<file path="src/rtl/demux_32bits_4saidas.sv">
// rtl/demux_32bits_4saidas.sv - registered 1-to-4 demux with single-entry buffer and valid/ready per output
module demux_32bits_4saidas #(
    parameter int LARGURA      = 32,
    parameter int LARGURA_CONT = 16
) (
    input  logic                    clock,
    input  logic                    reset,
    input  logic [LARGURA-1:0]      entrada,
    input  logic [1:0]              key,
    input  logic                    valid_entrada,
    output logic                    pronto_entrada,
    output logic [LARGURA-1:0]      saida1,
    output logic [LARGURA-1:0]      saida2,
    output logic [LARGURA-1:0]      saida3,
    output logic [LARGURA-1:0]      saida4,
    output logic                    valid_saida1,
    output logic                    valid_saida2,
    output logic                    valid_saida3,
    output logic                    valid_saida4,
    input  logic                    pronto_saida1,
    input  logic                    pronto_saida2,
    input  logic                    pronto_saida3,
    input  logic                    pronto_saida4,
    output logic [LARGURA_CONT-1:0] contador
);

    typedef enum logic {
        VAZIO = 1'b0,
        CHEIO = 1'b1
    } estado_e;

    estado_e                 estado_q [4];
    estado_e                 estado_d [4];
    logic [LARGURA-1:0]      dado_q   [4];
    logic [LARGURA-1:0]      dado_d   [4];
    logic [LARGURA_CONT-1:0] cont_q;
    logic [LARGURA_CONT-1:0] cont_d;

    logic [3:0] cheio;
    logic [3:0] pronto_v;
    logic [3:0] dreno;
    logic [3:0] aceita_ch;
    logic       aceita;

    // Flatten per-channel state into vectors so the handshake can be indexed by key
    always_comb begin
        cheio = '0;
        for (int i = 0; i < 4; i++) begin
            cheio[i] = (estado_q[i] == CHEIO);
        end
    end

    assign pronto_v = {pronto_saida4, pronto_saida3, pronto_saida2, pronto_saida1};
    assign dreno    = cheio & pronto_v;

    // A full buffer can still take a new word if its consumer is draining it this cycle
    assign pronto_entrada = !cheio[key] || pronto_v[key];
    assign aceita         = valid_entrada && pronto_entrada;

    // One-hot of the channel receiving a word this cycle
    always_comb begin
        aceita_ch = '0;
        if (aceita) begin
            aceita_ch[key] = 1'b1;
        end
    end

    // Per-channel EMPTY/FULL next state, buffer load and accepted-word counter
    always_comb begin
        for (int i = 0; i < 4; i++) begin
            estado_d[i] = estado_q[i];
            dado_d[i]   = dado_q[i];
            case (estado_q[i])
                VAZIO: begin
                    if (aceita_ch[i]) begin
                        estado_d[i] = CHEIO;
                        dado_d[i]   = entrada;
                    end
                end
                CHEIO: begin
                    // Accept while full only happens together with a drain: replace, stay full
                    if (aceita_ch[i]) begin
                        dado_d[i] = entrada;
                    end else if (dreno[i]) begin
                        estado_d[i] = VAZIO;
                    end
                end
                default: begin
                    estado_d[i] = VAZIO;
                end
            endcase
        end
        cont_d = cont_q + {{(LARGURA_CONT-1){1'b0}}, aceita};
    end

    // State registers; reset discards any buffered words immediately
    always_ff @(posedge clock or negedge reset) begin
        if (!reset) begin
            for (int i = 0; i < 4; i++) begin
                estado_q[i] <= VAZIO;
                dado_q[i]   <= '0;
            end
            cont_q <= '0;
        end else begin
            for (int i = 0; i < 4; i++) begin
                estado_q[i] <= estado_d[i];
                dado_q[i]   <= dado_d[i];
            end
            cont_q <= cont_d;
        end
    end

    assign saida1       = dado_q[0];
    assign saida2       = dado_q[1];
    assign saida3       = dado_q[2];
    assign saida4       = dado_q[3];
    assign valid_saida1 = cheio[0];
    assign valid_saida2 = cheio[1];
    assign valid_saida3 = cheio[2];
    assign valid_saida4 = cheio[3];
    assign contador     = cont_q;

endmodule
</file>
<file path="config.mk">
export PLATFORM = sky130hd
export DESIGN_NAME = demux_32bits_4saidas
export DESIGN_NICKNAME = d
export VERILOG_FILES = /design/src/rtl/demux_32bits_4saidas.sv
export SDC_FILE = /design/constraint.sdc
export NUM_CORES = 1
export LEC_CHECK = 0
export BUFFER_PORTS_ARGS = -buffer_cell sky130_fd_sc_hd__clkbuf_2
export CAP_MARGIN = 20
export CORE_ASPECT_RATIO = 0.75
export CORE_MARGIN = 10
export CORE_UTILIZATION = 50
export DETAILED_ROUTE_END_ITERATION = 16
export PLACE_DENSITY = 0.82
export SLEW_MARGIN = 30
export SYNTH_ARGS = -nofsm -noshare
export SYNTH_HDL_FRONTEND = slang
export SYNTH_SLANG_ARGS = --single-unit
export TNS_END_PERCENT = 100
</file>
<file path="constraint.sdc">
create_clock -name clock -period 2.35 [get_ports clock]
set_clock_uncertainty 0.05 [all_clocks]
set_input_delay 0.47 -clock clock [delete_from_list [all_inputs] [get_ports clock]]
set_output_delay 0.47 -clock clock [all_outputs]
set_load 0.02 [all_outputs]
</file>
==> flow_metrics.tcl <==
set metrics [dict create \
    syn_nets 393 \
    fin_util 0.675 \
    cap_violations 0 \
    cts_tree "yes" \
    crit_path_start "valid_saida3$_DFF_PN0_" \
    synth_seq_cells 148 \
    layout_min_cycle_time_ns 2.21 \
    cp-start-kind "flip-flop" \
    core_mm2 0.0110 \
    place_area_mm2 0.00685 \
    crit_type "reg2out" \
    r2r-start "valid_saida3$_DFF_PN0_" \
    syn_to_final_growth_pct 30.7 \
    final_cell_mix "clkbuf_2, dfrtp_1, mux2_2" \
    ff2ff_path_depth 8 \
    timing.fmax_mhz 453 \
    cts_resized 0 \
    die_x_um 143 \
    setup-violations-final 0 \
    drt-pass1-iter-count 4 \
    outcome "completed" \
    seq_area_frac_synth 0.651 \
    yosysWarnings 0 \
    report.final.slew_viol_count 0 \
    maxSlewHeadroom 0.651 \
    drc_errors 0 \
    finalNonFillerCells 714 \
    antenna_left 0 \
    reg2reg_slack_ns 0.18 \
    setup_tns_ns 0 \
    clk_latency_ns 0.41 \
    die_area_mm2 0.0161 \
    rows 33 \
    synth-edff-count 0 \
    cts-buffers-inserted 17 \
    clk_pin_slew_ns 0.06 \
    first_global_vias 4198 \
    io_pins 190 \
    routedWlPerCell_um 20.7 \
    start_util 0.516 \
    final_common_cell "clkbuf_2" \
    syn_avg_cell_area_um2 16.3 \
    grt_usage 0.188 \
    htreeDepth 4 \
    grt_pass1_wl_mm 23.5 \
    cts_max_path_buffers 2 \
    dp_cells 681 \
    async_flop_share 1.00 \
    cp.required_ns 1.83 \
    syn-cell-area_mm2 0.00569 \
    cp_slowest_stage_delay_ns 0.49 \
    power_density_mw_per_mm2 1090 \
    irDropWorstVdd_uv 749 \
    root_buffer "clkbuf_16" \
    gr-total-overflow 0 \
    cts.sinks 148 \
    routed_via_density 5.08 \
    rsz0062_at_grt "no" \
    layout-drive-gt1-share 0.629 \
    cpMaxStageDelayCell "mux4_2" \
    finalPower_mw 8.11 \
    cp_cell_sequence "nand2b_1, mux4_2, buf_4, clkbuf_2" \
    path_max_fanout 3 \
    diodes 0 \
    cp.arrival_ns 1.69 \
    p_leak_nw 3.63 \
    fp.dieH_um 112 \
    cp-end-kind "primary output" \
    fillers 785 \
    place_hpwl_mm 10.8 \
    nNetsFinal 604 \
    vias 3624 \
    io_buffer_count 189 \
    final_area_mm2 0.00744 \
    grt_max_degree 56 \
    holdCritStartpoint "entrada[4]" \
    hold_depth 2 \
    hold_path.class "in2reg" \
    gp_congestion 0.771 \
    synth_cell_types 25 \
    first_iter_violations 144 \
    hold_viol 0 \
    worstMarginPinSlew_ns 0.523 \
    wl_mm 14.8 \
    post_cts_buffers 0 \
    period_share 0.939 \
    synthCells 350 \
    synthFlopType "dfrtp_1" \
    antenna_found_initial 0 \
]
## report_power, final
part | internal, mW | switching (mW)
clock network | 1.59 | 1.05
logic | 0.798 | 1.25
registers | 3.08 | 0.346
total | 5.46 | 2.65
## path summary, 6_finish.rpt
check,to
hold reg to reg,contador[15]$_DFF_PN0_
hold / removal,saida3[4]$_DFFE_PN0P_
setup reg to reg,contador[14]$_DFF_PN0_
setup / recovery,pronto_entrada
min in group asynchronous,contador[14]$_DFF_PN0_
max in group asynchronous,saida2[7]$_DFFE_PN0P_
## state kept, by name, summed over array words and instances (netlist names)
signal / count
saida3: 32
valid_saida3: 1
valid_saida2: 1
saida2: 32
valid_saida1: 1
saida4: 32
contador: 16
valid_saida4: 1
saida1: 32
## stage by stage
step                hold slack [ns]  setup slack (ns)
floorplan                     0.124            0.0241
global placement              0.411            0.0422
detailed placement            0.415           -0.0319
CTS                           0.264             0.123
global route                  0.272            0.0764
finish                        0.277             0.143
## worst max-delay path, delay by kind of cell (launching register included)
family	cells	cell delay, ns
buffers and inverters	2	0.30
flip-flops	1	0.37
multiplexers	1	0.49
AND/OR/NAND/NOR	1	0.11
## Yosys cell counts, drive strengths merged, types with 2 or more instances
library cell    n  share of area
dfrtp         148           0.65
mux2          128           0.25
buf            13          0.019
xor2           10          0.015
nand2           9         0.0064
nand3           7         0.0062
nand4           6         0.0066
nor4            5         0.0055
nand2b          4         0.0044
xnor2           4         0.0062
nor3b           3         0.0079
ha              2         0.0044
nor2            2         0.0013
nor3            2         0.0018
o21ai           2         0.0018
## repair_timing
item                                   4_1_cts  5_1_grt
hold buffers                                 1        0
setup endpoints to repair                    0        0
endpoints found under the hold margin       53        0
## area by class of cell
class | instances | area [um^2] | area share
clock inverters | 13 | 134 | 0.0180
clock buffers | 19 | 443 | 0.0595
repair buffers | 205 | 1100 | 0.148
well taps | 140 | 175 | 0.0235
inverters | 1 | 3.75 | 0.000505
multi-input cells | 188 | 1880 | 0.253
flip-flops and latches | 148 | 3700 | 0.498
## cells by family after synthesis
family                   synth area share
flip-flops                          0.651
XOR/XNOR                           0.0215
adder cells (fa/ha/maj)           0.00440
AO/OA/AOI/OAI                     0.00176
multiplexers                        0.258
buffers and inverters              0.0200
AND/OR/NAND/NOR                    0.0437
## per-layer routing
metal	part of all wire	vias to the layer above	wire length [um]	global-route usage
met4	0.013	0	192	0.0521
met2	0.49	134	7200	0.307
met3	0.11	18	1600	0.102
li1	-	1669	-	-
met1	0.39	1803	5790	0.208
met5	0	-	0	0
No activity file was read; power rests on OpenSTA's default activity.
